### src/rtl/hazard_scoreboard.sv
// Decode-stage hazard unit: scoreboard of in-flight register writes, one entry
// per post-decode stage, plus a multiply/divide busy tracker and forward selects.
module hazard_scoreboard #(
    parameter int unsigned NSTAGE   = 3,
    parameter int unsigned AW       = 5,
    parameter int unsigned TW       = 2,
    parameter int unsigned MULT_LAT = 5,
    parameter int unsigned DIV_LAT  = 10,
    parameter int unsigned SW       = $clog2(NSTAGE + 1)
) (
    input  logic          clk,
    input  logic          reset,
    input  logic [AW-1:0] d_rs,
    input  logic [AW-1:0] d_rt,
    input  logic          d_rs_used,
    input  logic          d_rt_used,
    input  logic [TW-1:0] d_tuse_rs,
    input  logic [TW-1:0] d_tuse_rt,
    input  logic [AW-1:0] d_wa,
    input  logic [TW-1:0] d_tnew,
    input  logic          d_md_op,
    input  logic          d_md_div,
    input  logic          d_md_acc,
    output logic          stall,
    output logic          en_pc,
    output logic          en_fd,
    output logic          clr_de,
    output logic          md_start,
    output logic          md_busy,
    output logic [SW-1:0] fwd_rs_sel,
    output logic [SW-1:0] fwd_rt_sel
);

    localparam int unsigned MAX_LAT = (DIV_LAT > MULT_LAT) ? DIV_LAT : MULT_LAT;
    localparam int unsigned CW      = $clog2(MAX_LAT + 1);

    logic [AW-1:0] wa_q   [1:NSTAGE];
    logic [AW-1:0] wa_d   [1:NSTAGE];
    logic [TW-1:0] tnew_q [1:NSTAGE];
    logic [TW-1:0] tnew_d [1:NSTAGE];
    logic          e_md_q, e_md_d;
    logic          e_div_q, e_div_d;
    logic [CW-1:0] md_cnt_q, md_cnt_d;

    logic          rs_hit, rt_hit;
    logic [TW-1:0] rs_tnew, rt_tnew;
    logic [SW-1:0] rs_k, rt_k;
    logic          stall_rs, stall_rt, stall_md;

    // Youngest-match search: scanning oldest to youngest lets the lowest k win.
    always_comb begin
        rs_hit  = 1'b0;
        rs_tnew = '0;
        rs_k    = '0;
        rt_hit  = 1'b0;
        rt_tnew = '0;
        rt_k    = '0;
        for (int k = int'(NSTAGE); k >= 1; k--) begin
            if (d_rs_used && (d_rs != '0) && (wa_q[k] == d_rs)) begin
                rs_hit  = 1'b1;
                rs_tnew = tnew_q[k];
                rs_k    = SW'(k);
            end
            if (d_rt_used && (d_rt != '0) && (wa_q[k] == d_rt)) begin
                rt_hit  = 1'b1;
                rt_tnew = tnew_q[k];
                rt_k    = SW'(k);
            end
        end
    end

    // Stall and forward decisions; the producer is forwardable once its tnew is 0.
    always_comb begin
        stall_rs   = rs_hit && (rs_tnew > d_tuse_rs);
        stall_rt   = rt_hit && (rt_tnew > d_tuse_rt);
        stall_md   = (d_md_acc | d_md_op) & (e_md_q | md_busy);
        stall      = stall_rs | stall_rt | stall_md;
        en_pc      = ~stall;
        en_fd      = ~stall;
        clr_de     = stall;
        md_start   = e_md_q;
        md_busy    = (md_cnt_q != '0);
        fwd_rs_sel = (rs_hit && (rs_tnew == '0)) ? rs_k : '0;
        fwd_rt_sel = (rt_hit && (rt_tnew == '0)) ? rt_k : '0;
    end

    // Next state: scoreboard shift with saturating tnew age, MD flags and counter.
    always_comb begin
        wa_d[1]   = stall ? '0 : d_wa;
        tnew_d[1] = stall ? '0 : d_tnew;
        for (int k = 2; k <= int'(NSTAGE); k++) begin
            wa_d[k]   = wa_q[k-1];
            tnew_d[k] = (tnew_q[k-1] != '0) ? (tnew_q[k-1] - TW'(1)) : '0;
        end
        e_md_d  = ~stall & d_md_op;
        e_div_d = ~stall & d_md_op & d_md_div;
        if (e_md_q) begin
            md_cnt_d = e_div_q ? CW'(DIV_LAT) : CW'(MULT_LAT);
        end else if (md_cnt_q != '0) begin
            md_cnt_d = md_cnt_q - CW'(1);
        end else begin
            md_cnt_d = '0;
        end
    end

    // State registers; reset clears everything without waiting for a clock.
    always_ff @(posedge clk or negedge reset) begin
        if (!reset) begin
            for (int k = 1; k <= int'(NSTAGE); k++) begin
                wa_q[k]   <= '0;
                tnew_q[k] <= '0;
            end
            e_md_q   <= 1'b0;
            e_div_q  <= 1'b0;
            md_cnt_q <= '0;
        end else begin
            for (int k = 1; k <= int'(NSTAGE); k++) begin
                wa_q[k]   <= wa_d[k];
                tnew_q[k] <= tnew_d[k];
            end
            e_md_q   <= e_md_d;
            e_div_q  <= e_div_d;
            md_cnt_q <= md_cnt_d;
        end
    end

endmodule
### config.mk
export PLATFORM = sky130hd
export DESIGN_NAME = hazard_scoreboard
export DESIGN_NICKNAME = d
export VERILOG_FILES = /design/src/rtl/hazard_scoreboard.sv
export SDC_FILE = /design/constraint.sdc
export NUM_CORES = 1
export LEC_CHECK = 0
export BUFFER_PORTS_ARGS = -buffer_cell sky130_fd_sc_hd__buf_2
export CORE_MARGIN = 1.5
export CORE_UTILIZATION = 46
export CTS_CLUSTER_DIAMETER = 40
export DETAILED_ROUTE_END_ITERATION = 8
export PLACE_DENSITY = 0.75
export SKIP_LAST_GASP = 1
export SYNTH_ARGS = -nofsm -noshare
export SYNTH_HDL_FRONTEND = slang
export SYNTH_SLANG_ARGS = --single-unit
### constraint.sdc
create_clock -name clk -period 3.9 [get_ports clk]
set_input_delay 0.78 -clock clk [delete_from_list [all_inputs] [get_ports clk]]
set_output_delay 0.78 -clock clk [all_outputs]
set_load 0.02 [all_outputs]
== Word-level counts from Yosys, hierarchy flattened ==
Index checks and enable logic that the tools add are counted.
Storage, ports and cells
  output and inout bits: 10
  word-level logic and storage cells: 74
  register bits after elaboration: 27
Cells by class
  add/sub/neg operators: 3
  bitwise gates (word level): 8
  equal/unequal tests: 6
  reductions and logical operators: 19
  order comparisons: 2
  muxes and demuxes: 27
Operators by type and width (count)
  two-way mux 2 bit: 17
  equality test 5 bit: 6
  logical AND 1 bit: 12
  two-way mux 4 bit: 3
  nonzero test 5 bit: 2
  two-way mux 1 bit: 6
  two-way mux 5 bit: 1
  > comparator 2 bit: 2
  logical NOT 2 bit: 2
  OR 1 bit: 4
  nonzero test 2 bit: 2
  nonzero test 4 bit: 1
  subtractor 2 x 1 -> 2 bit (second input constant): 2
  subtractor 4 x 1 -> 4 bit (second input constant): 1
  AND 1 bit: 3
  NOT 1 bit: 1

== Longest topological paths before layout ==
Gate-level depths: netlist of the first run.
  depth after elaboration: 13
  gate-level depth with buffers: 13
  mapped depth without buffers: 11

== Least setup slack after synthesis of the first run ==
Ideal clock, no wire load.
  kind: input to output
  from: in d_rs[1]
  to: out en_pc
  stages on the path: 13
  data arrival time: 3466 ps
  path buffers: 2
  slack: -346 ps
  data required time: 3120 ps
  cell sequence: or4_1 -> o21a_4 -> and3_4 -> o311ai_2 -> and2_1 -> ha_1 -> nor2b_1 -> o21ai_0 -> and2_1 -> a41oi_1 -> buf_6 -> nor2_1 -> buf_4
On the way
  longest elaborated chain between the ends: 11
  elaborated cells between the ends (all ways): 19
  those cells by class: 1 x order compare; 3 x eq/ne; 6 x mux; 3 x bitwise; 6 x reduce/logical
Ends and longest elaborated chain
  from (decl): line 13  | input logic [AW-1:0] d_rs,
  nonzero test 5 bit: line 59  | if (d_rs_used && (d_rs != '0) && (wa_q[k] == d_rs)) begin
  logical AND 1 bit (2 in series): line 59
  two-way mux 2 bit (3 in series): line 59
  > comparator 2 bit: line 74  | stall_rs = rs_hit && (rs_tnew > d_tuse_rs);
  logical AND 1 bit *: line 74
  OR 1 bit * (2 in series): line 77  | stall = stall_rs | stall_rt | stall_md;
  NOT 1 bit *
  to (decl): line 25  | output logic en_pc,
Every way passes the cells marked *; elsewhere a longest branch is shown, timed or not.

== Final worst setup path of the first run ==
  from: in d_rs[4]
  to: out clr_de
On the way
  longest elaborated chain between the ends: 10
  elaborated cells between the ends (all ways): 18
  those cells by class: 1 x order compare; 3 x eq/ne; 6 x mux; 2 x bitwise; 6 x reduce/logical
Ends and longest elaborated chain
  nonzero test 5 bit: line 59
  logical AND 1 bit (2 in series): line 59
  two-way mux 2 bit (3 in series): line 59
  > comparator 2 bit: line 74
  logical AND 1 bit *: line 74
  OR 1 bit * (2 in series): line 77
  to (decl): line 27  | output logic clr_de,
Marked as above.

==> impl_metrics.tcl, run 1 <==
set metrics [dict create \
    async_flop_share 1.00 \
    drt_iter0_markers 50 \
    cts_sinks 27 \
    clock.fmax_mhz 245 \
    power.share.clock 0.147 \
    via_per_inst 5.25 \
    fillerInstances 284 \
    via_count 1533 \
    design_area_mm2 0.00244 \
    worstPathArrival_ns 3.30 \
    first_pass_iters 4 \
    synth_edf_count 0 \
    seqPwrFrac 0.407 \
    cp_top_family "simple AND/OR/NAND/NOR gates" \
    cap_violations 0 \
    finalWorstSetupSlack_ns -0.175 \
    track_usage 0.217 \
    cts_buffers 3 \
    grt_pass1_wl_um 7010 \
    dieArea_mm2 0.00416 \
    comb_power_share 0.446 \
    tns_ns -0.694 \
    synthTopCellsByArea "dfrtp_1, xor2_1, nor3b_2" \
    grt_max_degree 28 \
    crit_buf_inv 2 \
    ys_ff_latch 27 \
    port_buffers 37 \
    crit_fanout 5 \
    yosysSeqAreaShare 0.388 \
    power_density_mw_per_mm2 447 \
    clock_latency_ns 0.28 \
    crit_type "in2out" \
    io_pins 38 \
    irDropWorstVdd_mv 0.367 \
    status "finished, violations left" \
    synthDistinctLibCells 41 \
    dp_hpwl_um 3180 \
    initial_core_util 0.479 \
    antenna_found_initial 0 \
    maxSlewViolCount 0 \
    drc 0 \
    drt-total-wl_um 4320 \
    p_sw_frac 0.388 \
    final_cell_mix "buf_4, buf_2, xor2_1, dfrtp_1, nor2_1" \
    hp-class "reg2reg" \
    root_buffer "clkbuf_8" \
    area_growth_pct 40.3 \
    slowest_stage "or4_4" \
    place.gp.congestion 0.839 \
    rows 22 \
    routedWlPerCell_um 14.8 \
    yosysTopAreaCell "dfrtp_1" \
    cts.path.max_buffers 2 \
    syn_area_mm2 0.00174 \
    start_kind "input port" \
    design.core.area_mm2 0.00363 \
    yosysTopAreaCellShare 0.388 \
    cp_common_cell "buf_6" \
    cp-end-kind "primary output" \
    place_area_mm2 0.00222 \
    synth-main-ff-cell "dfrtp_1" \
    finalSetupViolCount 4 \
    crit_required_ns 3.12 \
    cts_tree "built" \
    postCtsHoldBufs 0 \
    fp.dieW_um 64.5 \
    critPathMaxStageDelay_ns 0.53 \
    violations "negative setup slack" \
    slew_headroom 0.595 \
    final.period_utilization 1.04 \
    postRouteAntennaNets 0 \
    power_leakage_nw 1.16 \
    diodes 0 \
    rsz0062_at_grt "true" \
    grt_pass1_vias 1564 \
    grt_overflow_total 0 \
    path_cells "buf_6 -> or4_4 -> o21a_4 -> and3_4 -> o311ai_4 -> and2_4 -> ha_4 -> nor2b_4 -> o21ai_1 -> and2_1 -> a41oi_2 -> or2_4 -> buf_6" \
    internal_power_mw 0.668 \
    final_common_cell "buf_4" \
    drive_above_1_share 0.471 \
    yosysWarnings 0 \
    die_h_um 64.5 \
    cts.htree.levels 1 \
    hold_violations 0 \
    worst_clock_skew_ns 0.00259 \
    cts.clk_slew.worst_paths_ns 0.09 \
    synth_nets 200 \
    synth_area_per_cell_um2 10.4 \
    synthCells 168 \
    nets 277 \
    period_needed_ns 4.08 \
    worst-slew-pin-transition_ns 0.607 \
    p_sw_mw 0.424 \
]
## kinds of logic (layout without fill, tap and decap cells)
logic type,after synthesis,in the layout,share of synthesized area
and+or+nand+nor,71,71,0.271
xor gates and xnor gates,30,30,0.151
DFF,27,27,0.388
AOI/OAI and AO/OA,26,26,0.129
buffers and inverters,10,86,0.0323
adders and majority gates,4,4,0.0288
## layer usage
metal  routed length [µm]  global-route usage  share of wire  vias up
met5                    0                   0              0        -
met4                   86              0.0798          0.020        0
met3                  177              0.0278          0.041        9
met2                 2090               0.359           0.48       42
met1                 1970               0.292           0.46      732
li1                     -                   -              -      750
## what timing repair did
action,CTS,global route
setup buffers,3,3
endpoints found under the setup margin,4,4
gates resized for setup,15,9
pin swaps,12,6
## cell type report
| class | count | area (µm²) | share of cell area |
|---|---|---|---|
| repair buffers | 76 | 513 | 0.210 |
| multi-input cells | 131 | 1120 | 0.461 |
| inverters | 6 | 22.5 | 0.00923 |
| clock buffers | 4 | 45.0 | 0.0185 |
| well taps | 48 | 60.1 | 0.0246 |
| flip-flops and latches | 27 | 676 | 0.277 |
## synth_stat cells (2+ instances only)
cell and n:
nand4_1 5, xor2_1 29, nor3_1 5, or4_1 2
o21a_4 2, and3_1 2, inv_1 6, and2_1 5
nand3_2 3, buf_4 3, o31ai_1 2, o311ai_2 2
nand2_1 10, nor2b_1 4, nor2_1 13, a221oi_1 2
dfrtp_1 27, nand2b_1 2, nand3_1 2, nor3b_2 8
and3_4 2, ha_1 4, a21oi_1 4, nor4_1 2
o21ai_0 6
## stage by stage
step	total power [mW]	std cells	hold slack [ns]	utilization	setup slack [ns]
detailed placement	0.877	282	0.433	0.611	-0.235
global route	1.17	292	0.487	0.672	-0.209
floorplan	0.732	168	0.409	-	-0.0905
finish	1.09	292	0.447	0.672	-0.175
CTS	1.07	289	0.446	0.649	-0.173
global placement	0.864	282	0.421	0.611	-0.214
## power by group through the flow
stage               Clock, mW  Sequential [mW]  Combinational [mW]
floorplan                   0            0.424               0.307
global placement            0            0.444               0.420
detailed placement          0            0.447               0.429
CTS                     0.163            0.442               0.468
global route            0.178            0.456               0.534
finish                  0.160            0.445               0.487
## worst register-to-register path: stages (launching register included)
cell and delay (ns):
dfrtp_1 0.44, xor2_1 0.16, nor3_1 0.26, buf_4 0.17, nand3_2 0.10, buf_4 0.18
o311ai_4 0.08, nand2_1 0.11, ha_1 0.29, nand2_1 0.06, o21ai_1 0.05, and2_1 0.14
a41oi_2 0.18, buf_4 0.16, buf_4 0.19, nor3b_2 0.06
## final timing paths
kind	startpoint	to	slack (ns)	depth (start not counted)
worst max-delay path	d_rs[4]	clr_de	-0.18	13
worst min-delay path	tnew_q[4]$_DFF_PN0_	tnew_q[2]$_DFF_PN0_	0.45	1
worst max register to register	wa_d[8]$_DFF_PN0_	tnew_q[4]$_DFF_PN0_	1.15	15
worst min register to register	tnew_q[4]$_DFF_PN0_	tnew_q[2]$_DFF_PN0_	0.45	1
max in group asynchronous	reset	md_cnt_q[3]$_DFF_PN0_	3.00	1
min in group asynchronous	reset	wa_d[7]$_DFF_PN0_	0.50	1
## state kept, by name, summed over array words and instances (netlist names)
register  count
e_div_q       1
md_cnt_q      4
md_start      1
tnew_q        6
wa_d         10
wa_q          5
(Power assumes the default switching activity.)
==> run 2: changes to the inputs <==
--- a/config.mk
+++ b/config.mk
@@ -11,6 +11,7 @@
 export CTS_CLUSTER_DIAMETER = 40
 export DETAILED_ROUTE_END_ITERATION = 8
 export PLACE_DENSITY = 0.75
+export RECOVER_POWER = 50
 export SKIP_LAST_GASP = 1
 export SYNTH_ARGS = -nofsm -noshare
 export SYNTH_HDL_FRONTEND = slang
==> impl_metrics.tcl, run 2 (synthesis gave the netlist of run 1 again) <==
set metrics [dict create \
    maxSlewViolCount 0 \
    via_count 1533 \
    fillerInstances 285 \
    antenna_found_initial 0 \
    crit_fanout 5 \
    nets 277 \
    start_kind "input port" \
    worstPathArrival_ns 3.30 \
    place.gp.congestion 0.839 \
    area_growth_pct 40.2 \
    cp-end-kind "primary output" \
    cts.htree.levels 1 \
    drt-total-wl_um 4330 \
    diodes 0 \
    regArea_um2 676 \
    final_cell_mix "buf_4, buf_2, xor2_1, dfrtp_1, nor2_1" \
    path_cells "buf_6 -> or4_4 -> o21a_4 -> and3_4 -> o311ai_4 -> and2_4 -> ha_4 -> nor2b_4 -> o21ai_1 -> and2_1 -> a41oi_2 -> or2_4 -> buf_6" \
    final_common_cell "buf_4" \
    preCtsSetupSlack_ns -0.235 \
    rows 22 \
    drc 0 \
    cts.clk_slew.worst_paths_ns 0.09 \
    status "finished, violations left" \
    rsz0062_at_grt "true" \
    crit_required_ns 3.12 \
    cts_buffers 3 \
    violations "negative setup slack" \
    dp_hpwl_um 3180 \
    grt_overflow_total 0 \
    worst-slew-pin-transition_ns 1.46 \
    routedWlPerCell_um 14.8 \
    grt_pass1_wl_um 7010 \
    crit_type "in2out" \
    power_leakage_nw 1.16 \
    final.period_utilization 1.04 \
    initial_core_util 0.479 \
    track_usage 0.217 \
    port_buffers 37 \
    hp-class "reg2reg" \
    grt_pass1_vias 1564 \
    hold_violations 0 \
    cp_common_cell "buf_6" \
    postCtsHoldBufs 0 \
    cts_tree "built" \
    clock_latency_ns 0.28 \
    crit_buf_inv 2 \
    slew_headroom 0.0271 \
    die_h_um 64.5 \
    slowest_stage "or4_4" \
    multi_input_area_mm2 0.00112 \
    critPathMaxStageDelay_ns 0.53 \
    drive_above_1_share 0.467 \
    largest_reg_flops 10 \
    drt_iter0_markers 50 \
    design.core.area_mm2 0.00363 \
    dieArea_mm2 0.00416 \
    cap_violations 0 \
    root_buffer "clkbuf_8" \
    power_density_mw_per_mm2 447 \
    period_needed_ns 4.08 \
    worst_clock_skew_ns 0.00259 \
    io_pins 38 \
    first_pass_iters 4 \
    grt_max_degree 28 \
    finalWorstSetupSlack_ns -0.175 \
    via_per_inst 5.25 \
    tns_ns -0.694 \
    cts_sinks 27 \
    postRouteAntennaNets 0 \
    irDropWorstVdd_mv 0.367 \
    clock.fmax_mhz 245 \
    fp.dieW_um 64.5 \
    cp_top_family "simple AND/OR/NAND/NOR gates" \
    fin_util 0.671 \
    finalSetupViolCount 4 \
    cts.path.max_buffers 2 \
]
==> run 2: changes by cell type in the layout (fill, tap and decap cells not counted) <==
cell | previous run | this run
buf_2 | 32 | 31
clkbuf_1 | 1 | 2
==> run 2: final cells by class <==
class / instances / area share
inverters: 6 / 0.00923
flip-flops and latches: 27 / 0.277
clock buffers: 4 / 0.0185
repair buffers: 76 / 0.210
well taps: 48 / 0.0246
multi-input cells: 131 / 0.461
==> run 2: path summary, 6_finish.rpt <==
check / start / end / slack [ns] / depth (start not counted)
min in group asynchronous: reset / wa_d[7]$_DFF_PN0_ / 0.83 / 1
max: d_rs[4] / clr_de / -0.18 / 13
max in group asynchronous: reset / md_cnt_q[3]$_DFF_PN0_ / 2.22 / 1
max reg2reg: wa_d[8]$_DFF_PN0_ / tnew_q[4]$_DFF_PN0_ / 1.15 / 15
min: tnew_q[4]$_DFF_PN0_ / tnew_q[2]$_DFF_PN0_ / 0.45 / 1
min reg2reg: tnew_q[4]$_DFF_PN0_ / tnew_q[2]$_DFF_PN0_ / 0.45 / 1
==> run 2: routing by layer <==
layer  up-vias  GRT usage  wire, µm
met5         -          0         0
met4         0     0.0798        86
met3         9     0.0278       177
met2        42      0.359      2090
met1       732      0.292      1970
li1        750          -         -
==> run 2: power breakdown <==
part           switching, mW  internal, mW
logic                  0.248         0.239
registers             0.0889         0.356
clock network         0.0866        0.0734
==> run 2: per-stage QoR <==
step	cell area [µm²]	hold WS, ns	power [mW]	std cells
detailed placement	2220	0.433	0.877	282
CTS	2360	0.446	1.07	289
finish	2440	0.447	1.09	292
global route	2440	0.487	1.17	292
floorplan	1770	0.409	0.732	168
global placement	2220	0.421	0.864	282
==> run 2: what timing repair did <==
item                                   4_1_cts  5_1_grt
setup buffers                                3        3
resized for setup                           15        9
pin swaps                                   12        6
endpoints found under the hold margin        0        0
setup endpoints to repair                    4        4
==> run 3: changes to the inputs <==
--- a/config.mk
+++ b/config.mk
@@ -7,10 +7,10 @@
 export LEC_CHECK = 0
 export BUFFER_PORTS_ARGS = -buffer_cell sky130_fd_sc_hd__buf_2
 export CORE_MARGIN = 1.5
-export CORE_UTILIZATION = 46
+export CORE_UTILIZATION = 49
 export CTS_CLUSTER_DIAMETER = 40
 export DETAILED_ROUTE_END_ITERATION = 8
-export PLACE_DENSITY = 0.75
+export PLACE_DENSITY = 0.79
 export RECOVER_POWER = 50
 export SKIP_LAST_GASP = 1
 export SYNTH_ARGS = -nofsm -noshare
==> constraint.sdc (replaced) <==
create_clock -name clk -period 3.9 [get_ports clk]
set_input_delay 0.585 -clock clk [delete_from_list [all_inputs] [get_ports clk]]
set_output_delay 0.585 -clock clk [all_outputs]
set_load 0.02 [all_outputs]
==> impl_metrics.tcl, run 3 (synthesis gave the netlist of run 1 again) <==
set metrics [dict create \
    finalWorstSetupSlack_ns 0.0933 \
    die_h_um 62.6 \
    design.core.area_mm2 0.00336 \
    cts.path.max_buffers 2 \
    regArea_um2 676 \
    fillerInstances 279 \
    finalSetupViolCount 0 \
    final_cells 265 \
    power_leakage_nw 1.03 \
    grt_overflow_total 0 \
    whs_endpoint "tnew_q[2]$_DFF_PN0_" \
    io_pins 38 \
    reg2reg_to "wa_d[9]$_DFF_PN0_" \
    cts_sinks 27 \
    drive_above_1_share 0.388 \
    final.period_utilization 0.976 \
    crit_fanout 4 \
    cts.htree.levels 1 \
    hp-class "reg2reg" \
    diodes 0 \
    multi_input_area_mm2 0.00108 \
    grt_max_degree 28 \
    holdCritStartpoint "tnew_q[4]$_DFF_PN0_" \
    dp.cells 256 \
    place.gp.congestion 0.897 \
    rsz0062_at_grt "false" \
    drc 0 \
    design_area_mm2 0.00220 \
    clock.fmax_mhz 263 \
    routedWlPerCell_um 14.4 \
    maxSlewViolCount 0 \
    cts_buffers 3 \
    crit_required_ns 3.31 \
    status "finished, final reports clean" \
    tns_ns 0 \
    nets 252 \
    fin_util 0.653 \
    irDropWorstVdd_mv 0.303 \
    worstReg2RegStart "wa_d[1]$_DFF_PN0_" \
    cts.clk_slew.worst_paths_ns 0.13 \
    dieArea_mm2 0.00392 \
    worst_clock_skew_ns 0.00637 \
    post-layout-total-power_mw 1.03 \
    preCtsSetupSlack_ns -0.0579 \
    antenna_found_initial 0 \
    cp-end-kind "primary output" \
    postCtsHoldBufs 0 \
    power_density_mw_per_mm2 468 \
    area_growth_pct 26.2 \
    reg2regPathDepth 15 \
    slew_headroom 0.0629 \
    port_buffers 37 \
    worstPathArrival_ns 3.22 \
    period_needed_ns 3.81 \
    place_area_mm2 0.00202 \
    dp_hpwl_um 2910 \
    postRouteAntennaNets 0 \
    initial_core_util 0.517 \
    reg2reg_slack_ns 0.93 \
    drt_iter0_markers 43 \
    fp.dieW_um 62.6 \
    whs_ns 0.462 \
    cts_tree "built" \
    crit_type "in2out" \
    largest_reg_flops 10 \
    first_pass_iters 4 \
    via_count 1452 \
    drt-total-wl_um 3820 \
    via_per_inst 5.48 \
    hold_violations 0 \
    track_usage 0.201 \
    worst-slew-pin-transition_ns 1.41 \
    start_kind "input port" \
    root_buffer "clkbuf_4" \
    holdPathStages 1 \
    cap_violations 0 \
    clock_latency_ns 0.31 \
    final_common_cell "buf_2" \
    final_cell_mix "buf_2, xor2_1, dfrtp_1, nor2_1, buf_4" \
    grt_pass1_wl_um 6200 \
    grt_pass1_vias 1377 \
    rows 21 \
]
-- run 3: repair_timing --
item	4_1_cts	5_1_grt
pin swaps	1	8
setup endpoints to repair	4	4
gates resized for setup	4	21
setup buffers	0	5
-- run 3: power breakdown --
group          switching (mW)  internal, mW  total (mW)  leakage, nW
combinational           0.238         0.231       0.468        0.661
clock                  0.0766        0.0399       0.117       0.0150
sequential             0.0874         0.355       0.443        0.349
-- run 3: worst max-delay path by stage --
| stage | start | slack (ns) | depth (start not counted) | to |
|---|---|---|---|---|
| after global routing | d_rs[2] | 0.02 | 13 | stall |
| after detailed placement | d_rs[2] | -0.06 | 14 | en_fd |
| after floorplan | d_rs[1] | 0.04 | 13 | en_pc |
| after global placement | d_rs[2] | 0.07 | 14 | en_pc |
| final | d_rt[2] | 0.09 | 13 | en_fd |
| after CTS | d_rs[2] | 0.0007 | 13 | clr_de |
-- run 3: final cells by class --
cell class / count / area share
Sequential cell: 27 / 0.308
Tap cell: 46 / 0.0262
Multi-Input combinational cell: 131 / 0.491
Inverter: 6 / 0.0103
Clock buffer: 4 / 0.0120
Timing Repair Buffer: 51 / 0.153
-- run 3: critical path, cell delays in order --
cell	delay (ns)
buf_2	0.13
or4_4	0.51
o21a_4	0.22
and3_4	0.17
o311ai_4	0.29
and2_1	0.17
ha_1	0.23
nor2b_1	0.13
o21ai_0	0.23
a31oi_2	0.14
buf_12	0.18
nor2_4	0.11
buf_6	0.12
-- run 3: per-layer routing --
layer | GRT usage | vias to the layer above | wire length [µm]
met5 | 0 | - | 0
met4 | 0.0639 | 0 | 31
met3 | 0.0234 | 4 | 197
met2 | 0.341 | 49 | 1900
met1 | 0.267 | 694 | 1700
li1 | - | 705 | -
